## src/rtl/sdram_arb_pkg.sv

```systemverilog
// sdram_arb_pkg: shared definitions for the SDRAM frame arbiter.
//   state_t       - burst scheduler FSM states
//   OP_RD / OP_WR - encoding of the controller rw bit
//   region_base() - first burst address of a (channel, bank) frame region
package sdram_arb_pkg;

  typedef enum logic [2:0] {
    S_IDLE,
    S_ARB,
    S_ISSUE,
    S_WAIT_LO,
    S_WAIT_HI
  } state_t;

  localparam logic OP_RD = 1'b1;
  localparam logic OP_WR = 1'b0;

  // Each channel owns two consecutive frame regions (ping and pong).
  function automatic int unsigned region_base(input int unsigned ch,
                                              input int unsigned bank,
                                              input int unsigned frame_bursts);
    return (2 * ch + bank) * frame_bursts;
  endfunction

endpackage

```

## src/rtl/rr_arbiter.sv

```systemverilog
// rr_arbiter: combinational round-robin arbiter.
//   req   - request vector, one bit per source
//   last  - index of the most recently granted source; search starts after it
//   grant - one-hot grant (all zero when nothing requests)
//   valid - some source was granted
module rr_arbiter #(
  parameter int N = 2,
  localparam int PW = (N > 1) ? $clog2(N) : 1
) (
  input  logic [N-1:0]  req,
  input  logic [PW-1:0] last,
  output logic [N-1:0]  grant,
  output logic          valid
);

  int pos;

  always_comb begin
    grant = '0;
    valid = 1'b0;
    pos   = 0;
    for (int off = 1; off <= N; off++) begin
      pos = (int'(last) + off) % N;
      if (!valid && req[pos[PW-1:0]]) begin
        grant[pos[PW-1:0]] = 1'b1;
        valid              = 1'b1;
      end
    end
  end

endmodule

```

## src/rtl/sdram_frame_arbiter.sv

```systemverilog
// sdram_frame_arbiter: burst scheduler between NUM_CH producer FIFOs, a
// display FIFO and a full-page SDRAM controller. Each producer writes
// ping-pong frame buffers; the display reads the last completed frame of
// the selected channel.
//   clk, rst           - SDRAM clock, asynchronous active-high reset
//   ch_level/ch_data   - packed producer FIFO levels and show-ahead data
//   ch_rd              - producer FIFO read strobes
//   disp_sel           - requested display channel (taken at frame wrap)
//   disp_level         - display FIFO level; disp_push/disp_data feed it
//   ctl_*              - sdram_controller request / data handshake
//   frame_done         - one-cycle pulse per channel on frame completion
module sdram_frame_arbiter
  import sdram_arb_pkg::*;
#(
  parameter int NUM_CH       = 2,
  parameter int DATA_W       = 16,
  parameter int ADDR_W       = 15,
  parameter int FRAME_BURSTS = 600,
  parameter int LVL_W        = 10,
  parameter int WR_THRESH    = 512,
  parameter int RD_LOW       = 250,
  parameter int RD_URGENT    = 64,
  localparam int CH_W = (NUM_CH > 1) ? $clog2(NUM_CH) : 1
) (
  input  logic                     clk,
  input  logic                     rst,
  input  logic [NUM_CH*LVL_W-1:0]  ch_level,
  input  logic [NUM_CH*DATA_W-1:0] ch_data,
  output logic [NUM_CH-1:0]        ch_rd,
  input  logic [CH_W-1:0]          disp_sel,
  input  logic [LVL_W-1:0]         disp_level,
  output logic                     disp_push,
  output logic [DATA_W-1:0]        disp_data,
  input  logic                     ctl_ready,
  output logic                     ctl_rw,
  output logic                     ctl_rw_en,
  output logic [ADDR_W-1:0]        ctl_addr,
  output logic [DATA_W-1:0]        ctl_wdata,
  input  logic                     ctl_wvalid,
  input  logic [DATA_W-1:0]        ctl_rdata,
  input  logic                     ctl_rvalid,
  output logic [NUM_CH-1:0]        frame_done
);

  localparam int IDX_W = (FRAME_BURSTS > 1) ? $clog2(FRAME_BURSTS) : 1;
  localparam int TAB_N = 2 ** (CH_W + 1);
  localparam logic [IDX_W-1:0] IDX_LAST = IDX_W'(FRAME_BURSTS - 1);

  if (2 * NUM_CH * FRAME_BURSTS > 2 ** ADDR_W) begin : g_addr_check
    $error("sdram_frame_arbiter: frame regions exceed the ADDR_W address space");
  end
  if (NUM_CH < 1 || NUM_CH > 4) begin : g_ch_check
    $error("sdram_frame_arbiter: NUM_CH must be 1..4");
  end

  state_t state, state_next;
  logic              op;
  logic [CH_W-1:0]   gch;
  logic [CH_W-1:0]   last_gnt;
  logic [IDX_W-1:0]  wr_idx [NUM_CH];
  logic [NUM_CH-1:0] wr_bank, done_bank, valid_frame, wr_req, rr_grant;
  logic              rr_valid;
  logic [CH_W-1:0]   rr_ch, rd_ch, sel;
  logic              rd_bank;
  logic [IDX_W-1:0]  rd_idx;
  logic              rd_urgent, rd_low, gnt, gnt_op, issue_wr, issue_rd;
  logic [ADDR_W-1:0] wr_addr, rd_addr;

  // Region bases indexed by {channel, bank}; constants, so the address
  // path is only a mux plus an adder.
  logic [ADDR_W-1:0] base_tab [TAB_N];
  for (genvar gi = 0; gi < TAB_N; gi++) begin : g_base
    if (gi < 2 * NUM_CH) begin : g_used
      assign base_tab[gi] = ADDR_W'(region_base(gi / 2, gi % 2, FRAME_BURSTS));
    end else begin : g_unused
      assign base_tab[gi] = '0;
    end
  end

  for (genvar gi = 0; gi < NUM_CH; gi++) begin : g_req
    assign wr_req[gi] = ch_level[gi*LVL_W +: LVL_W] > LVL_W'(WR_THRESH);
  end

  rr_arbiter #(.N(NUM_CH)) u_rr (
    .req   (wr_req),
    .last  (last_gnt),
    .grant (rr_grant),
    .valid (rr_valid)
  );

  always_comb begin
    rr_ch = '0;
    for (int i = 0; i < NUM_CH; i++) begin
      if (rr_grant[i]) rr_ch = CH_W'(i);
    end
  end

  assign rd_urgent = valid_frame[rd_ch] && (disp_level < LVL_W'(RD_URGENT));
  assign rd_low    = valid_frame[rd_ch] && (disp_level < LVL_W'(RD_LOW));
  assign wr_addr   = base_tab[{rr_ch, wr_bank[rr_ch]}] + ADDR_W'(wr_idx[rr_ch]);
  assign rd_addr   = base_tab[{rd_ch, rd_bank}] + ADDR_W'(rd_idx);
  assign sel       = (int'(disp_sel) < NUM_CH) ? disp_sel : '0;
  assign issue_wr  = (state == S_ISSUE) && (op == OP_WR);
  assign issue_rd  = (state == S_ISSUE) && (op == OP_RD);

  // Urgent reads beat writes; ordinary reads only fill otherwise idle slots.
  always_comb begin
    gnt    = 1'b0;
    gnt_op = OP_WR;
    if (rd_urgent) begin
      gnt    = 1'b1;
      gnt_op = OP_RD;
    end else if (rr_valid) begin
      gnt    = 1'b1;
      gnt_op = OP_WR;
    end else if (rd_low) begin
      gnt    = 1'b1;
      gnt_op = OP_RD;
    end
  end

  always_ff @(posedge clk or posedge rst) begin
    if (rst) state <= S_IDLE;
    else     state <= state_next;
  end

  always_comb begin
    state_next = state;
    ctl_rw_en  = 1'b0;
    ch_rd      = '0;
    case (state)
      S_IDLE:    if (ctl_ready) state_next = S_ARB;
      S_ARB:     if (gnt) state_next = S_ISSUE;
      S_ISSUE: begin
        ctl_rw_en  = 1'b1;
        state_next = S_WAIT_LO;
      end
      S_WAIT_LO, S_WAIT_HI: begin
        // Combinational pop so show-ahead data is ready for the next edge.
        if (ctl_wvalid && op == OP_WR) ch_rd[gch] = 1'b1;
        if (state == S_WAIT_LO && !ctl_ready) state_next = S_WAIT_HI;
        if (state == S_WAIT_HI && ctl_ready)  state_next = S_ARB;
      end
      default:   state_next = S_IDLE;
    endcase
  end

  // Grant registers: op, channel and the request presented during ISSUE.
  always_ff @(posedge clk or posedge rst) begin
    if (rst) begin
      op       <= OP_WR;
      gch      <= '0;
      last_gnt <= CH_W'(NUM_CH - 1);
      ctl_rw   <= 1'b0;
      ctl_addr <= '0;
    end else if (state == S_ARB && gnt) begin
      op     <= gnt_op;
      ctl_rw <= gnt_op;
      if (gnt_op == OP_WR) begin
        gch      <= rr_ch;
        last_gnt <= rr_ch;
        ctl_addr <= wr_addr;
      end else begin
        ctl_addr <= rd_addr;
      end
    end
  end

  for (genvar gi = 0; gi < NUM_CH; gi++) begin : g_ch
    logic [IDX_W-1:0] idx;
    logic bank, dbank, vf, fd, hit;
    assign hit = issue_wr && (gch == CH_W'(gi));

    always_ff @(posedge clk or posedge rst) begin
      if (rst) begin
        idx   <= '0;
        bank  <= 1'b0;
        dbank <= 1'b0;
        vf    <= 1'b0;
        fd    <= 1'b0;
      end else begin
        fd <= 1'b0;
        if (hit) begin
          if (idx == IDX_LAST) begin
            idx   <= '0;
            dbank <= bank;
            bank  <= ~bank;
            vf    <= 1'b1;
            fd    <= 1'b1;
          end else begin
            idx <= idx + 1'b1;
          end
        end
      end
    end

    assign wr_idx[gi]      = idx;
    assign wr_bank[gi]     = bank;
    assign done_bank[gi]   = dbank;
    assign valid_frame[gi] = vf;
    assign frame_done[gi]  = fd;
  end

  // The display channel and bank are only re-chosen at the frame wrap, so
  // a whole frame is always read from one buffer.
  always_ff @(posedge clk or posedge rst) begin
    if (rst) begin
      rd_ch   <= '0;
      rd_bank <= 1'b0;
      rd_idx  <= '0;
    end else if (issue_rd) begin
      if (rd_idx == IDX_LAST) begin
        rd_idx  <= '0;
        rd_ch   <= sel;
        rd_bank <= done_bank[sel];
      end else begin
        rd_idx <= rd_idx + 1'b1;
      end
    end
  end

  assign ctl_wdata = ch_data[gch*DATA_W +: DATA_W];
  assign disp_push = ctl_rvalid && (op == OP_RD);
  assign disp_data = ctl_rdata;

endmodule

```

## config.mk

```make
export PLATFORM = sky130hd
export DESIGN_NAME = sdram_frame_arbiter
export DESIGN_NICKNAME = d
export VERILOG_FILES = /design/src/rtl/sdram_arb_pkg.sv /design/src/rtl/rr_arbiter.sv /design/src/rtl/sdram_frame_arbiter.sv
export SDC_FILE = /design/constraint.sdc
export NUM_CORES = 1
export LEC_CHECK = 0
export BUFFER_PORTS_ARGS = -buffer_cell sky130_fd_sc_hd__buf_2
export CAP_MARGIN = 20
export CORE_MARGIN = 3
export CORE_UTILIZATION = 56
export CTS_BUF_LIST = sky130_fd_sc_hd__clkbuf_8
export CTS_CLUSTER_DIAMETER = 50
export DETAILED_ROUTE_END_ITERATION = 6
export GPL_TIMING_DRIVEN = 0
export PLACE_DENSITY_LB_ADDON = 0.3
export SYNTH_ARGS = -nofsm -noshare
export SYNTH_HDL_FRONTEND = slang
export SYNTH_HIERARCHICAL = 1
export SYNTH_SLANG_ARGS = --single-unit
export TNS_END_PERCENT = 30
```

## constraint.sdc

```tcl
create_clock -name clk -period 9.1 [get_ports clk]
set_clock_uncertainty 0.05 [all_clocks]
set_input_delay 1.82 -clock clk [delete_from_list [all_inputs] [get_ports clk]]
set_output_delay 1.82 -clock clk [all_outputs]
set_load 0.02 [all_outputs]
```

==> Word level (Yosys, flattened, before mapping) <==
Index checks and enable logic that the tools add are counted.
{ "classes": {"n_addsub": 7, "order_cmp": 16, "muxes": 51, "n_eq_ne": 10, "n_reduce_logical": 24, "bitwise": 9, "shifts": 1} }
{ "ops": {"columns": ["operator", "n"], "rows": [
  ["$mux W15", 5],
  ["$bmux W15 S2", 2],
  ["$mux W10", 6],
  ["$shiftx A32 B6 Y16", 1],
  ["$add A10 B1 Y10 const B", 3],
  ["$add A15 B10 Y15", 2],
  ["$eq A10 B10 Y1 const B", 3],
  ["$mux W1", 26],
  ["$gt A10 B10 Y1 const B", 2],
  ["$logic_and A1 B1 Y1", 15],
  ["$lt A1 B2 Y1 const B", 6],
  ["$mux W3", 4],
  ["$pmux W3 S4", 1],
  ["$lt A10 B7 Y1 const B", 1],
  ["$lt A10 B8 Y1 const B", 1],
  ["$mux W2", 4],
  ["$reduce_and A2 Y1", 4],
  ["$eq A3 B2 Y1 const B", 2],
  ["$ge A3 B3 Y1 const B", 2],
  ["$not A2 Y3", 2],
  ["$not A1 Y1", 5],
  ["$ne A2 B2 Y1 const B", 2],
  ["$demux W1 S1", 3],
  ["$eq A3 B1 Y1 const B", 1],
  ["other kinds (11)", 15]
]} }
{ "word_totals": {"ff_bits": 61, "inputBits": 84} }

==> Logic depth before layout (Yosys ltp) <==
{ "logic_depth": {"word_depth": 17, "mapped_depth": 13} }

==> By module <==
The synthesis kept the hierarchy.
{ "by_module_without_submodules": {"columns": ["mod", "cells_each", "instances", "seq_area_each_um2", "area_per_inst_um2"], "rows": [
  ["sdram_frame_arbiter", 400, 1, 1452.6, 3928.8],
  ["rr_arbiter", 4, 1, 0.0, 25.0]
]} }

==> Worst setup path before layout <==
Ideal clock, no wire load.
{ "synth_timing": {"kind": "input to register", "startpoint": "input port ch_level[5]", "endpoint": "register ctl_addr[9]", "path_stages": 13, "setup_time_ns": 0.126, "required_ns": 8.924, "slack_ns": 4.220, "arrival_time_ns": 4.704, "path_cell_list": "nor4_1 a31oi_1 a21boi_1 clkbuf_1 nor2b_1 or2_2 ha_1 fa_1 a211oi_1 o21bai_1 a211oi_1 nor3_1 a221o_1"} }
{ "synth_via": {"elab_chain_len": 16, "word_cells_on_any_way": 30, "cone_classes": "add/sub: 1; order compare: 1; mux: 22; bitwise: 3; reduce/logical: 3"} }
{ "synth_rtl": {"columns": ["element", "line", "rtl"], "rows": [
  ["from (decl)", "sdram_frame_arbiter.sv:27", "input logic [NUM_CH*LVL_W-1:0] ch_level,"],
  ["$gt A10 B10 Y1 *", "sdram_frame_arbiter.sv:81", "assign wr_req[gi] = ch_level[gi*LVL_W +: LVL_W] > LVL_W'(WR_THRESH);"],
  ["net wr_req[0]", "sdram_frame_arbiter.sv:61", "logic [NUM_CH-1:0] wr_bank, done_bank, valid_frame, wr_req, rr_grant;"],
  ["$mux W1 (implied by the code) (2 in a row)", "rr_arbiter.sv:24", "if (!valid && req[pos[PW-1:0]]) begin"],
  ["$mux W1", "rr_arbiter.sv:24", null],
  ["$logic_not A1 Y1", "rr_arbiter.sv:24", null],
  ["$logic_and A1 B1 Y1", "rr_arbiter.sv:24", null],
  ["$mux W2 *", "rr_arbiter.sv:24", null],
  ["net rr_grant[1]", "sdram_frame_arbiter.sv:61", null],
  ["$mux W1 *", "sdram_frame_arbiter.sv:94", "if (rr_grant[i]) rr_ch = CH_W'(i);"],
  ["$mux W1 (implied by the code) (2 in a row)", "sdram_frame_arbiter.sv:100", "assign wr_addr = base_tab[{rr_ch, wr_bank[rr_ch]}] + ADDR_W'(wr_idx[rr_ch]);"],
  ["$not A2 Y3 (implied by the code)", "sdram_frame_arbiter.sv:100", null],
  ["$bmux W15 S2", "sdram_frame_arbiter.sv:100", null],
  ["$mux W15 (implied by the code) (2 in a row)", "sdram_frame_arbiter.sv:100", null],
  ["$add A15 B10 Y15 *", "sdram_frame_arbiter.sv:100", null],
  ["$mux W15 *", "sdram_frame_arbiter.sv:159", "if (gnt_op == OP_WR) begin"],
  ["to (signal assigned)", "sdram_frame_arbiter.sv:162", "ctl_addr <= wr_addr;"],
  ["to (signal assigned)", "sdram_frame_arbiter.sv:164", "ctl_addr <= rd_addr;"],
  ["to (decl)", "sdram_frame_arbiter.sv:37", "output logic [ADDR_W-1:0] ctl_addr,"]
]} }
The timed path passes the listed nets; every way through them passes the cells marked *. The select of a mux whose other input is x is not followed.
A chain may end at the register's enable or synchronous reset.

==> Worst setup path in the final report <==
{ "layout_timing": {"startpoint": "input port ch_level[5]", "endpoint": "register ctl_addr[11]"} }
Same word-level chain as after synthesis.

==> qor.csv <==
metric,value,unit
status,finished clean,
final setup violation count,0,
Hold Path Origin,g_ch[0].vf,
die footprint,0.00808,sq mm
clock latency on the worst-skew pair,0.34,ns
clk slew on worst S/H paths,0.06,ns
Worst-Margin Slew,0.596,ns
RSZ-0062 raised after global routing,false,
diodes inserted,0,
Peak Freq,190,MHz
vias in the first global route,3527,
total grt overflow,0,
H-Tree Level Count,3,
met3 Usage GRT,6.68,%
worst-path maximum fanout,10,
Worst setup startpoint,ch_level[5],
fin crit share,57.8,%
WL per Instance,15.9,microns
Synth Warn #,6,
CORE AREA,0.00657,sq mm
Layout Cells excl Fill,631,
Max Root-Sink Buffers,2,
hold_ws,0.427,ns
power density over the cells,199,mW/mm^2
Die W,89.9,microns
gr usage total,25.1,%
placer congestion estimate,0.867,
nets,639,
min-delay worst type,reg2reg,
post-route ant nets,0,
global-route wire length before repair,16700,microns
Iter 0 DRT Violations,213,
CTS tree,built,
layout cell share with drive strength beyond 1,37.9,%
# port buffers,117,
Reg-to-Reg Start,last_gnt,
# IOs,138,
setup ws final,3.84,ns
clock buffer count from CTS,9,
Hold Crit Depth,1,
CP startpoint kind,input port,
Syn Area/Cell,9.81,sq um
Worst R2R Setup Slack,5.55,ns
initial antenna violation count,0,
Final Hold Viols,0,
Slew HR,60.3,%
Die Ht,89.9,microns
met2 capacity usage during global routing,44.0,%
"Cell Area, Synth",0.00394,sq mm
dpl cells,615,
DR vias,3510,
Place WS,3.59,ns
Setup TNS,0,ns
"Setup Fix Bufs, Post-CTS",0,
area grow syn2layout,23.1,%
Root Buffer,clkbuf_8,
DP HPWL,7840,microns
first drt pass iteration count,5,
Worst VDD drop,0.138,mV
critical path class,in2reg,
# clock sinks,58,
WP data arrival,5.41,ns
final wirelength,10000,microns
Initial Util,60.0,%
"Slew Viols, Final",0,
crit path capture type,flip-flop,
Mapped Cells,402,
max cap viols,0,
P_leak,2.52,nW
Post-CTS Hold Buffers,0,
detailed-route DRC error count,0,
WP data required,9.25,ns
post-CTS sizing,0,
largest net degree at the start of global routing,37,
Site Rows,29,
grt peak-use layer,met2,
R2R Path End,ctl_addr[11],
R2R cell count,11,
drt via density,5.56,
Tmin final,5.26,ns
WHS Endpoint,g_ch[0].vf,
global routing met1 resource utilization,30.0,%
overall power,968,uW
## critical path, cell delays in order
cell       delay [ns]
buf_2            0.10
nor4_1           0.32
a31oi_1          0.17
a21boi_1         0.21
clkbuf_1         0.47
nor2b_1          0.17
or2_2            0.35
ha_1             0.24
fa_1             0.41
a211oi_1         0.38
o21ai_0          0.16
and3b_1          0.22
o2111ai_1        0.23
o311ai_1         0.16
## how the worst max path moves through the flow
| stage | to | depth (start not counted) |
|---|---|---|
| floorplan | ctl_addr[9] | 13 |
| global placement | ctl_addr[9] | 14 |
| detailed placement | ctl_addr[11] | 14 |
| CTS | ctl_addr[11] | 14 |
| global route | ctl_addr[11] | 14 |
| finish | ctl_addr[11] | 14 |
## layout make-up
type,count,area [sq um]
Clock buffer,12,165
Inverter,10,37.5
Sequential cell,58,1450
Buffer,29,198
Fill cell,492,1710
Timing Repair Buffer,118,606
Multi-Input combinational cell,307,2260
Tap cell,93,116
Clock inverter,4,17.5
## flip-flops by register name, indices dropped and copies added, names as in the netlist
signal and flops:
g_ch.fd 2, rd_bank 1, g_ch.vf 2, rd_ch 1, g_ch.bank 2, last_gnt 1, gch 1, rd_idx 10
g_ch.dbank 2, op 1, g_ch.idx 20, ctl_addr 12, state 3
## layer usage
| metal | up-vias | share of wire (%) | wire length [microns] |
|---|---|---|---|
| li1 | 1689 | - | - |
| met1 | 1664 | 41 | 4130 |
| met2 | 135 | 51 | 5120 |
| met3 | 22 | 5.8 | 585 |
| met4 | 0 | 2.0 | 202 |
| met5 | - | 0 | 0 |
## through the flow
stage               util, %  cell area, sq um
CTS                    73.9              4850
global route           73.9              4850
global placement       70.8              4650
detailed placement     71.1              4670
floorplan                 -              3950
finish                 73.9              4850
## where the power goes
part	switching [mW]	internal, mW
sequential	0.0478	0.306
combinational	0.231	0.166
clock	0.0991	0.118
## placed cells by master, fill, tap and decap left out, drive strengths merged, types with 2 or more instances in the layout
cell	instances
nand4	10
inv	12
a221o	2
ha	20
mux2i	8
dfrtp	57
nor3	11
a21boi	2
xnor2	15
a21oi	11
nand2	23
a211oi	5
nor4	3
nor2b	3
o2111ai	2
a22o	2
clkbuf	16
mux2	29
nand2b	2
conb	3
buf	143
clkinv	2
and2	5
nor4b	2
o21ai	19
a31oi	5
nor2	44
nand3	12
o211ai	3
or2	6
o221ai	2
xor2	19
and4b	2
o21bai	3
o22ai	6
and3	10
or3	2
a21o	2
fa	2
No activity file was read; power rests on OpenSTA's default activity.
